`src/rtl/reg_wb_if.sv`:
```
`default_nettype none
// ============================================================================
// Module      : reg_wb_if
// Description : Bus bundle for the register-file writeback controller.
//               Carries the ALU path, the load handshake, the register-file
//               write port and the decode-side pending-write lookup.
// Revision    : 1.0 - initial release
// ============================================================================
interface reg_wb_if #(
  parameter int PW    = 3,
  parameter int DEPTH = 4
);
  localparam int CW = $clog2(DEPTH) + 1;

  // ALU result path (fixed priority, no backpressure)
  logic          alu_wr_en;
  logic [PW-1:0] alu_wr_addr;
  logic [7:0]    alu_dat;
  // Load result path (valid/ready)
  logic          ld_valid;
  logic          ld_ready;
  logic [PW-1:0] ld_addr;
  logic [7:0]    ld_dat;
  // Register file write port
  logic          wr_en;
  logic [PW-1:0] wr_addr;
  logic [7:0]    dat_in;
  // Pending-write lookup
  logic [PW-1:0] q_addr;
  logic          q_hit;
  logic [7:0]    q_dat;
  logic [CW-1:0] q_count;

  modport master (
    output alu_wr_en, alu_wr_addr, alu_dat,
    output ld_valid, ld_addr, ld_dat, q_addr,
    input  ld_ready, wr_en, wr_addr, dat_in, q_hit, q_dat, q_count
  );

  modport slave (
    input  alu_wr_en, alu_wr_addr, alu_dat,
    input  ld_valid, ld_addr, ld_dat, q_addr,
    output ld_ready, wr_en, wr_addr, dat_in, q_hit, q_dat, q_count
  );
endinterface
`default_nettype wire

```
`src/rtl/reg_wb_ctrl.sv`:
```
`default_nettype none
// ============================================================================
// Module      : reg_wb_ctrl
// Description : Writeback controller for a single-write-port register file.
//               ALU results win every cycle; load results go straight through
//               when the port is idle, otherwise wait in a small FIFO. ALU
//               writes squash older queued loads to the same register.
// Revision    : 1.0 - initial release
// ============================================================================
module reg_wb_ctrl #(
  parameter int PW    = 3,
  parameter int DEPTH = 4
) (
  input  wire logic clk,
  input  wire logic reset,
  reg_wb_if.slave   bus
);
  localparam int AW = $clog2(DEPTH);
  localparam int CW = AW + 1;

  // Load FIFO storage; r_fv marks entries not yet squashed by a younger ALU write
  logic [PW-1:0]    r_fa [DEPTH];
  logic [7:0]       r_fd [DEPTH];
  logic [DEPTH-1:0] r_fv;
  logic [AW-1:0]    r_head;
  logic [AW-1:0]    r_tail;
  logic [CW-1:0]    r_count;

  // Registered register-file write port
  logic             r_wr_en;
  logic [PW-1:0]    r_wr_addr;
  logic [7:0]       r_dat_in;

  logic             w_empty;
  logic             w_ready;
  logic             w_accept;
  logic             w_pop;
  logic             w_push;
  logic             w_bypass;
  logic             w_hit;
  logic [7:0]       w_qdat;
  logic [AW-1:0]    w_idx;

  assign w_empty  = (r_count == '0);
  assign w_ready  = !reset && (r_count < CW'(DEPTH));
  assign w_accept = bus.ld_valid && w_ready;
  // The FIFO drains only on cycles the ALU leaves the port free
  assign w_pop    = !bus.alu_wr_en && !w_empty;
  // A load skips the FIFO only when nothing older is waiting and the port is free
  assign w_bypass = w_accept && !bus.alu_wr_en && w_empty;
  assign w_push   = w_accept && !w_bypass;

  // Output stage: pick ALU, FIFO head, bypassed load, or idle
  always_ff @(posedge clk) begin
    if (reset) begin
      r_wr_en   <= 1'b0;
      r_wr_addr <= '0;
      r_dat_in  <= '0;
    end else if (bus.alu_wr_en) begin
      r_wr_en   <= 1'b1;
      r_wr_addr <= bus.alu_wr_addr;
      r_dat_in  <= bus.alu_dat;
    end else if (w_pop) begin
      // A squashed head still consumes the slot but produces no write
      r_wr_en <= r_fv[r_head];
      if (r_fv[r_head]) begin
        r_wr_addr <= r_fa[r_head];
        r_dat_in  <= r_fd[r_head];
      end
    end else if (w_bypass) begin
      r_wr_en   <= 1'b1;
      r_wr_addr <= bus.ld_addr;
      r_dat_in  <= bus.ld_dat;
    end else begin
      r_wr_en <= 1'b0;
    end
  end

  // FIFO pointers, occupancy and squash of entries older than the ALU write
  always_ff @(posedge clk) begin
    if (reset) begin
      r_head  <= '0;
      r_tail  <= '0;
      r_count <= '0;
      r_fv    <= '0;
    end else begin
      for (int i = 0; i < DEPTH; i++) begin
        if (bus.alu_wr_en && r_fv[i] && (r_fa[i] == bus.alu_wr_addr)) begin
          r_fv[i] <= 1'b0;
        end
      end
      if (w_pop) begin
        r_fv[r_head] <= 1'b0;
        r_head       <= r_head + 1'b1;
      end
      // Push comes last: a load accepted alongside the ALU write is younger and stays valid
      if (w_push) begin
        r_fa[r_tail] <= bus.ld_addr;
        r_fd[r_tail] <= bus.ld_dat;
        r_fv[r_tail] <= 1'b1;
        r_tail       <= r_tail + 1'b1;
      end
      case ({w_push, w_pop})
        2'b10:   r_count <= r_count + 1'b1;
        2'b01:   r_count <= r_count - 1'b1;
        default: r_count <= r_count;
      endcase
    end
  end

  // Pending-write lookup: output stage is oldest, later FIFO matches override it
  always_comb begin
    w_hit  = 1'b0;
    w_qdat = '0;
    w_idx  = '0;
    if (r_wr_en && (r_wr_addr == bus.q_addr)) begin
      w_hit  = 1'b1;
      w_qdat = r_dat_in;
    end
    for (int k = 0; k < DEPTH; k++) begin
      w_idx = r_head + AW'(k);
      if ((CW'(k) < r_count) && r_fv[w_idx] && (r_fa[w_idx] == bus.q_addr)) begin
        w_hit  = 1'b1;
        w_qdat = r_fd[w_idx];
      end
    end
    if (reset) begin
      w_hit  = 1'b0;
      w_qdat = '0;
    end
  end

  assign bus.ld_ready = w_ready;
  assign bus.wr_en    = r_wr_en;
  assign bus.wr_addr  = r_wr_addr;
  assign bus.dat_in   = r_dat_in;
  assign bus.q_hit    = w_hit;
  assign bus.q_dat    = w_qdat;
  assign bus.q_count  = r_count;
endmodule
`default_nettype wire

```
`src/flat_wrapper.sv`:
```
// flat-port wrapper written by rule: the top's interface ports become plain ports
module reg_wb_ctrl_flat 
#(
  parameter int PW    = 3,
  parameter int DEPTH = 4
)
  (clk, reset, bus_alu_wr_en, bus_alu_wr_addr, bus_alu_dat, bus_ld_valid, bus_ld_addr, bus_ld_dat, bus_q_addr, bus_ld_ready, bus_wr_en, bus_wr_addr, bus_dat_in, bus_q_hit, bus_q_dat, bus_q_count);
  reg_wb_if #(.PW(PW), .DEPTH(DEPTH)) bus_i ();
  input  wire logic clk;
  input  wire logic reset;
  input wire logic [$bits(bus_i.alu_wr_en)-1:0] bus_alu_wr_en;
  input wire logic [$bits(bus_i.alu_wr_addr)-1:0] bus_alu_wr_addr;
  input wire logic [$bits(bus_i.alu_dat)-1:0] bus_alu_dat;
  input wire logic [$bits(bus_i.ld_valid)-1:0] bus_ld_valid;
  input wire logic [$bits(bus_i.ld_addr)-1:0] bus_ld_addr;
  input wire logic [$bits(bus_i.ld_dat)-1:0] bus_ld_dat;
  input wire logic [$bits(bus_i.q_addr)-1:0] bus_q_addr;
  output wire logic [$bits(bus_i.ld_ready)-1:0] bus_ld_ready;
  output wire logic [$bits(bus_i.wr_en)-1:0] bus_wr_en;
  output wire logic [$bits(bus_i.wr_addr)-1:0] bus_wr_addr;
  output wire logic [$bits(bus_i.dat_in)-1:0] bus_dat_in;
  output wire logic [$bits(bus_i.q_hit)-1:0] bus_q_hit;
  output wire logic [$bits(bus_i.q_dat)-1:0] bus_q_dat;
  output wire logic [$bits(bus_i.q_count)-1:0] bus_q_count;
  assign bus_i.alu_wr_en = bus_alu_wr_en;
  assign bus_i.alu_wr_addr = bus_alu_wr_addr;
  assign bus_i.alu_dat = bus_alu_dat;
  assign bus_i.ld_valid = bus_ld_valid;
  assign bus_i.ld_addr = bus_ld_addr;
  assign bus_i.ld_dat = bus_ld_dat;
  assign bus_i.q_addr = bus_q_addr;
  assign bus_ld_ready = bus_i.ld_ready;
  assign bus_wr_en = bus_i.wr_en;
  assign bus_wr_addr = bus_i.wr_addr;
  assign bus_dat_in = bus_i.dat_in;
  assign bus_q_hit = bus_i.q_hit;
  assign bus_q_dat = bus_i.q_dat;
  assign bus_q_count = bus_i.q_count;
  reg_wb_ctrl #(.PW(PW), .DEPTH(DEPTH)) u_core (.clk(clk), .reset(reset), .bus(bus_i));
endmodule
```
`config.mk`:
```
export PLATFORM = sky130hd
export DESIGN_NAME = reg_wb_ctrl_flat
export DESIGN_NICKNAME = d
export VERILOG_FILES = /design/src/rtl/reg_wb_if.sv /design/src/rtl/reg_wb_ctrl.sv /design/src/flat_wrapper.sv
export SDC_FILE = /design/constraint.sdc
export NUM_CORES = 1
export LEC_CHECK = 0
export ABC_CLOCK_PERIOD_IN_PS = 8200
export BUFFER_PORTS_ARGS = -buffer_cell sky130_fd_sc_hd__buf_2
export CAP_MARGIN = 20
export CORE_MARGIN = 2
export CORE_UTILIZATION = 50
export DETAILED_ROUTE_END_ITERATION = 7
export PLACE_DENSITY = 0.75
export SLEW_MARGIN = 20
export SYNTH_ARGS = -nofsm -noshare
export SYNTH_HDL_FRONTEND = slang
export SYNTH_SLANG_ARGS = --single-unit
```
`constraint.sdc`:
```
create_clock -name clk -period 8.2 [get_ports clk]
set_clock_uncertainty 0.1 [all_clocks]
set_input_delay 0.82 -clock clk [delete_from_list [all_inputs] [get_ports clk]]
set_output_delay 0.82 -clock clk [all_outputs]
set_load 0.01 [all_outputs]
```
======== After elaboration in Yosys (flattened, before gate mapping) ========
Memory sizes are Yosys's and may differ from the RTL's. A register that Yosys moved wholly into a read port is not among the register bits.
Index checks and enable logic that the tools add are counted.
storage, ports and cells
  memory bits (writable) .................. 44
  word-level logic and storage cells ...... 129
  flip-flop bits (word level) ............. 23
  output and inout bits ................... 25
  memories kept ........................... 2
memories
  name         words  width  rd ports  clocked after Yosys merged registers in  write ports  RTL line           RTL
  u_core.r_fd  4      8      4         1                                        1            reg_wb_ctrl.sv:23  logic [7:0] r_fd [DEPTH];
  u_core.r_fa  4      3      8         1                                        1            reg_wb_ctrl.sv:22  logic [PW-1:0] r_fa [DEPTH];
operators by class
  bitwise operators ....................... 3
  muxes and demuxes ....................... 54
  reduce and logical (&&, ||, !) cells .... 33
  add/subtract/negate cells ............... 6
  order comparisons ....................... 12
  eq/ne operators ......................... 12
operators by type and width
  operator               number
  $mux W8                10
  $eq A3 B3 Y1           9
  $mux W1                26
  $logic_and A1 B1 Y1    25
  $lt A2 B3 Y1 const B   5
  $mux W3                4
  $mux W4                3
  $bmux W1 S2            4
  $mux W2                4
  $lt A1 B3 Y1 const A   2
  $lt A2 B3 Y1 const A   2
  $pmux W3 S2            1
  $add A2 B1 Y2 const B  2
  $add A2 B2 Y2 const B  2
  $and A4 B4 Y4          1
  $demux W1 S2           2
  $ge A2 B1 Y1 const B   2
  $logic_not A1 Y1       4
  $not A4 Y4             1
  $or A4 B4 Y4           1
  $add A3 B1 Y3 const B  1
  $logic_not A3 Y1       1
  $lt A3 B3 Y1 const B   1
  $ne A3 B3 Y1 const B   1
  other kinds (6)        6

======== Longest topological paths before layout ========
Gate-level depths: netlist (run 1).
  word-level depth ........................ 10
  mapped depth ............................ 15

======== Worst setup path after synthesis (run 1) ========
No wires, ideal clock.
  kind .................................... flip-flop to output port
  from .................................... register u_core.r_head[0]
  to ...................................... output bus_q_dat[0]
  arrival time ............................ 3.719 ns
  stages on the path, launching flop included .. 16
  data required time ...................... 7.280 ns
  path slack .............................. 3.561 ns
  buffers on the path ..................... 8
  cell sequence ........................... dfxtp_1 > buf_4 > buf_4 > buf_4 > buf_1 > inv_1 > ha_1 > clkbuf_1 > clkbuf_1 > mux2i_1 > xnor2_1 > and4b_1 > clkbuf_1 > clkbuf_1 > a21oi_1 > a31oi_1
between the ends
  elaborated cells on any way between the ends .. 29
  those cells by class .................... add/sub (3); eq/ne (3); mux (13); reduce/logical (8); memory (2)
RTL lines
  what                                                   RTL line            RTL
  from (decl)                                            reg_wb_ctrl.sv:25   logic [AW-1:0] r_head;
  from (signal assigned)                                 reg_wb_ctrl.sv:94   r_head <= r_head + 1'b1;
  $add A2 B2 Y2 (*)                                      reg_wb_ctrl.sv:121  w_idx = r_head + AW'(k);
  net u_core.w_idx[0]                                    reg_wb_ctrl.sv:42   logic [AW-1:0] w_idx;
  branches (longest 4 deep; another with $mem_v2 Z4 W3)  -
  $mux W8 (*)                                            reg_wb_ctrl.sv:122  if ((CW'(k) < r_count) && r_fv[w_idx] && (r_fa[w_idx] == bus.q_addr)) begin
  $mux W8 (*)                                            reg_wb_ctrl.sv:127  if (reset) begin
  to (decl)                                              flat_wrapper.sv:23  output wire logic [$bits(bus_i.q_dat)-1:0] bus_q_dat;
Mark *: on every way through the listed nets, which the timed path passes. The select of a mux whose other input is x is not followed.

======== Worst setup path after layout (run 1) ========
  from .................................... register u_core.r_head[1]
  to ...................................... output bus_q_dat[6]
between the ends
  longest elaborated chain between the ends .. 9
  elaborated cells on any way between the ends .. 29
  those cells by class .................... add/sub (3); eq/ne (3); mux (13); reduce/logical (8); memory (2)
RTL lines
  what                                                   RTL line
  branches (longest 7 deep; another with $mem_v2 Z4 W3)  -
  $mux W8 (*)                                            reg_wb_ctrl.sv:122
  $mux W8 (*)                                            reg_wb_ctrl.sv:127
Mark *: on every way between the ends. The select of a mux whose other input is x is not followed.

==> flow_metrics.tcl, run 1 <==
set metrics [dict create \
    cp_max_fo 46 \
    coreArea_um2 8810 \
    hold_depth 2 \
    ys_top_cells_by_count "edfxtp_1, mux2i_1, nand2_1, o21ai_0, nor2_1" \
    min_path_type "flop to flop" \
    required_ns 7.28 \
    p_leak_nw 1.83 \
    ir_drop_mv 0.136 \
    io_pins 54 \
    seqPwrFrac_pct 34.6 \
    post-route-util_pct 57.4 \
    grt_pass1_wl_um 18800 \
    antenna_found_initial 0 \
    first_iter_violations 265 \
    drc 0 \
    drtPass1Iterations 5 \
    regArea_um2 1820 \
    synth-edff-count 44 \
    post_cts_buffers 0 \
    dieWidth_um 99.8 \
    place_area_um2 4840 \
    powerDensity_nw_per_um2 261 \
    dr_total_vias 3652 \
    hold_violations 0 \
    power.share.clock_pct 23.4 \
    synth_top_area_share_pct 28.8 \
    synth-xor-area-share_pct 5.54 \
    wl_um 11900 \
    gp_congestion 0.966 \
    syn-num-nets 478 \
    seq_area_frac_synth_pct 39.7 \
    async_reset_ff_share_pct 0 \
    synthToLayoutAreaGrowth_pct 10.2 \
    layout.nets 508 \
    cts_hold_buf 0 \
    syn_area_per_cell_um2 10.5 \
    grt_max_degree 47 \
    slew_violations 0 \
    setup_viol 0 \
    ant_nets 0 \
    yosys-top-cells-area "edfxtp_1, dfxtp_1, mux4_2" \
    synth_fa_ha_area_share_pct 3.27 \
    cp-end-kind "output pin" \
    nFillCells 749 \
    ys_types 46 \
    crit_type "flop to output pin" \
    synth-compound-area-share_pct 12.1 \
    insertion_delay_ns 0.36 \
    finalCriticalPeriod_ns 4.98 \
    fp.dieH_um 99.8 \
    ys.flop_type "edfxtp_1" \
    grt_usage_pct 24.7 \
    arrival_ns 4.06 \
    core.rowCount 34 \
    drv_cap 0 \
    fin_area_um2 5060 \
    synthMuxAreaShare_pct 22.5 \
    grt_overflow 0 \
    vias_per_cell 6.30 \
    htreeDepth 3 \
    setup-tns-final_ns 0 \
    cts_made_buffers 9 \
    clk_path_buf_depth 2 \
    syn_inst 437 \
    path_cells "inv_1 -> ha_2 -> nand2b_1 -> o22ai_1 -> a211o_1 -> a2111oi_4 -> nand3_1 -> a31oi_1 -> buf_2" \
    multi_input_area_um2 2570 \
    start_util_pct 52.1 \
    cp.depth 9 \
    rsz0062_at_grt "no" \
    critPathBufInv 2 \
    relSlewSlack_pct 39.9 \
    cts_resized 0 \
    netlist_area_um2 4590 \
    diodes 0 \
    switching_share_pct 37.6 \
    max_freq_mhz 201 \
    path_clk_slew_ns 0.08 \
    r2r_cells 5 \
    yosys.area_share.simple_pct 12.4 \
    worstMarginPinSlew_ns 0.894 \
    yosysWarnings 0 \
    p_comb_share_pct 42.0 \
    cts-root-buf "clkbuf_8" \
    internal_power_w 0.000823 \
    grt_pass1_vias 3454 \
    tritoncts "yes" \
    yosysTopAreaCell "edfxtp_1" \
    cts_num_sinks 69 \
    synth_top_family_by_area "multiplexers" \
    fin_hold_ws_ns 0.431 \
    critPathLaunchType "flop" \
    critPathTopFamily "compound AO/OA/AOI/OAI gates" \
    cpMaxStageDelayCell "ha_2" \
    layout-drive-gt1-share_pct 22.2 \
    ys_ff_latch 69 \
    yosys.cell_count.top_type "edfxtp_1" \
    design.die.area_um2 9960 \
    period_share_pct 60.8 \
    wl_per_cell_um 20.5 \
    hpwl_um 8280 \
    switchingPower_w 0.000496 \
    max_stage_delay_ns 0.85 \
    status "complete, no violations" \
    portBuffers 53 \
]
-- per-stage QoR --
step | instances | setup slack, ns | power, W
2_1_floorplan | 437 | 3.56 | 0.000894
3_3_place_gp | 564 | 3.52 | 0.000988
3_5_place_dp | 564 | 3.34 | 0.00101
4_1_cts | 580 | 2.96 | 0.00131
5_1_grt | 580 | 2.99 | 0.00139
6_report | 580 | 3.22 | 0.00132
-- cell usage in the layout, fill, tap and decap left out, drive strengths merged, types with 3 or more instances in the layout --
cell type and n:
mux4 22, a21oi 11, ha 12, nor2b 6
xnor2 23, clkbuf 9, xor2 6, a31oi 12
o22ai 3, edfxtp 44, nor2 30, and2 4
mux2 11, dfxtp 25, inv 13, a21o 8
nand2 41, clkinv 3, a211o 8, o21ai 32
mux2i 41, nand4 5, buf 54, nand2b 11
nand3 17
-- routing by layer --
metal  wire [um]  global-route usage (%)  part of all wire, %  up-vias
met1        5080                    36.5                   43     1748
met5           0                       0                    0        -
met2        5500                    36.6                   46      207
li1            -                       -                    -     1667
met4         290                    8.75                  2.4        0
met3        1030                    4.81                  8.6       30
-- registers in the layout, indices dropped and copies added (netlist names), named ones only --
register            cells
u_core.bus.dat_in       8
u_core.bus.q_count      3
u_core.bus.wr_addr      3
u_core.bus.wr_en        1
u_core.r_fa            12
u_core.r_fd            32
u_core.r_fv             4
u_core.r_head           2
u_core.r_tail           2
-- path summary, 6_finish.rpt --
check	start	endpoint	slack, ns
worst max register to register	u_core.bus.q_count[0]	u_core.r_fa[0][2]	5.43
worst max-delay path	u_core.r_head[1]	bus_q_dat[6]	3.22
worst min register to register	u_core.bus.dat_in[5]	u_core.bus.dat_in[5]	0.43
worst min-delay path	u_core.bus.dat_in[5]	u_core.bus.dat_in[5]	0.43
-- kinds of logic after synthesis --
family | count (synthesis)
adders and majority gates | 12
AOI/OAI and AO/OA | 85
and+or+nand+nor | 121
xor gates and xnor gates | 29
DFF | 69
buffers and inverters | 47
muxes | 74
-- power by group through the flow --
stage | Sequential (W) | Clock (W) | Combinational [W]
floorplan | 0.000445 | 0 | 0.000449
global placement | 0.000460 | 0 | 0.000527
detailed placement | 0.000463 | 0 | 0.000544
CTS | 0.000456 | 0.000310 | 0.000545
global route | 0.000461 | 0.000326 | 0.000603
finish | 0.000457 | 0.000309 | 0.000553
-- cell type report --
type / count / area share (%)
inverters: 12 / 0.891
clock buffers: 9 / 2.45
flip-flops and latches: 69 / 36.1
well taps: 108 / 2.67
multi-input cells: 321 / 50.8
repair buffers: 54 / 5.39
clock inverters: 7 / 1.76
-- worst min-delay path: cells and delay by family (launching register included) --
kind          cells  cell delay (ns)
mux               1             0.08
simple gates      1             0.07
flops             1             0.35
No activity file was read; power rests on OpenSTA's default activity.
==> run 2: changes to the inputs <==
--- a/config.mk
+++ b/config.mk
@@ -5,7 +5,7 @@
 export SDC_FILE = /design/constraint.sdc
 export NUM_CORES = 1
 export LEC_CHECK = 0
-export ABC_CLOCK_PERIOD_IN_PS = 8200
+export ABC_CLOCK_PERIOD_IN_PS = 4900
 export BUFFER_PORTS_ARGS = -buffer_cell sky130_fd_sc_hd__buf_2
 export CAP_MARGIN = 20
 export CORE_MARGIN = 2
==> constraint.sdc (replaced) <==
create_clock -name clk -period 4.9 [get_ports clk]
set_clock_uncertainty 0.1 [all_clocks]
set_input_delay 0.49 -clock clk [delete_from_list [all_inputs] [get_ports clk]]
set_output_delay 0.49 -clock clk [all_outputs]
set_load 0.01 [all_outputs]
==> flow_metrics.tcl, run 2 (same netlist as run 1, synthesis figures left out) <==
set metrics [dict create \
    status "complete, no violations" \
    first_iter_violations 298 \
    htreeDepth 3 \
    gp_congestion 0.855 \
    required_ns 4.31 \
    grt_usage_pct 24.4 \
    wl_um 11500 \
    final_common_cell "buf_2" \
    rrSetupSlack_ns 2.18 \
    hold_path_end "u_core.r_fa[2][0]" \
    min_path_type "input pin to flop" \
    fp.dieH_um 99.8 \
    critPathLaunchType "flop" \
    wl_per_cell_um 19.8 \
    relSlewSlack_pct 35.6 \
    drc 0 \
    switchingPower_w 0.000837 \
    dieWidth_um 99.8 \
    io_pins 54 \
    powerDensity_nw_per_um2 420 \
    post_cts_buffers 0 \
    final_cell_mix "buf_2, edfxtp_1, nand2_1, mux2i_1, o21ai_0" \
    insertion_delay_ns 0.37 \
    hold_violations 0 \
    rsz0062_at_grt "no" \
    finalPower_w 0.00212 \
    largest_reg_flops 32 \
    grt_pass1_wl_um 18600 \
    core.rowCount 34 \
    cp_max_fo 17 \
    fin_hold_ws_ns 0.261 \
    pre_cts_slack_ns 1.08 \
    clk_path_buf_depth 2 \
    worstMarginPinSlew_ns 0.967 \
    hold_depth 1 \
    design.die.area_um2 9960 \
    finalCriticalPeriod_ns 4.28 \
    regArea_um2 1820 \
    slew_violations 0 \
    stdcell_count 582 \
    synthToLayoutAreaGrowth_pct 9.82 \
    p_comb_share_pct 42.7 \
    nFillCells 751 \
    layout.nets 510 \
    cts-root-buf "clkbuf_8" \
    crit_type "flop to output pin" \
    vias_per_cell 6.16 \
    power.share.clock_pct 20.7 \
    worstHoldStart "bus_ld_addr[0]" \
    portBuffers 53 \
    arrival_ns 3.69 \
    layout-drive-gt1-share_pct 22.8 \
    diodes 0 \
    p_leak_nw 1.82 \
    period_share_pct 87.3 \
    multi_input_area_um2 2560 \
    cts_num_sinks 69 \
    fin_ws_ns 0.625 \
    grt_pass1_vias 3438 \
    switching_share_pct 39.5 \
    cp-end-kind "output pin" \
    tritoncts "yes" \
    drtPass1Iterations 5 \
    regToRegEndpoint "u_core.r_fd[1][0]" \
    antenna_found_initial 0 \
    r2r_cells 5 \
    dr_total_vias 3584 \
    hpwl_um 8040 \
    grt_overflow 0 \
    crit-reg2reg-launch "u_core.bus.q_count[0]" \
    setup-tns-final_ns 0 \
    seqPwrFrac_pct 36.6 \
    largest-register "u_core.r_fd" \
    cts_resized 0 \
    dp_cells 566 \
    start_util_pct 52.1 \
    coreArea_um2 8810 \
    internal_power_w 0.00128 \
    drv_cap 0 \
    max_freq_mhz 234 \
    ir_drop_mv 0.231 \
    setup_viol 0 \
    cts_hold_buf 0 \
    ant_nets 0 \
    path_clk_slew_ns 0.08 \
    grt_max_degree 47 \
    cts_made_buffers 9 \
]
-- run 2: per-layer routing --
| metal | global-route usage, % | up-vias | wire, um |
|---|---|---|---|
| met5 | 0 | - | 0 |
| met4 | 6.64 | 0 | 156 |
| met3 | 5.71 | 18 | 961 |
| met2 | 39.0 | 151 | 5400 |
| met1 | 33.7 | 1748 | 5020 |
| li1 | - | 1667 | - |
-- run 2: area by class of cell --
type / count / area share [%]
clock buffer: 9 / 2.46
multi-input combinational: 321 / 50.9
inverter: 12 / 0.894
sequential: 69 / 36.2
clock inverter: 7 / 1.14
timing repair buffer: 56 / 5.71
tap: 108 / 2.68
-- run 2: critical path, cell delays in order, from the launching register on --
cell and delay, ns:
dfxtp_1 0.72, mux4_1 0.67, xor2_1 0.16, or4_1 0.83, nand2b_1 0.27, a211o_1 0.26, a31oi_1 0.23, buf_2 0.17
-- run 2: how the worst max path moves through the flow --
stage	end	slack, ns	cells past startpoint
3_3_place_gp	bus_q_dat[0]	1.11	7
4_1_cts	bus_q_dat[7]	0.64	8
5_1_grt	bus_q_dat[6]	0.44	8
3_5_place_dp	bus_q_dat[0]	1.08	7
2_1_floorplan	bus_q_dat[0]	0.59	15
6_report	bus_q_dat[0]	0.62	7
-- run 2: power by group through the flow --
| stage | Sequential (W) | Clock (W) | Combinational, W |
|---|---|---|---|
| after floorplan | 0.000745 | 0 | 0.000751 |
| after global placement | 0.000784 | 0 | 0.000872 |
| after detailed placement | 0.000787 | 0 | 0.000897 |
| after CTS | 0.000775 | 0.000450 | 0.000903 |
| after global routing | 0.000787 | 0.000473 | 0.000998 |
| final | 0.000775 | 0.000439 | 0.000904 |
-- run 2: per-stage QoR --
stage	utilization (%)	cell area (um2)
3_5_place_dp	55.1	4860
2_1_floorplan	-	4590
4_1_cts	57.2	5040
6_report	57.2	5040
5_1_grt	57.2	5040
3_3_place_gp	55.1	4860
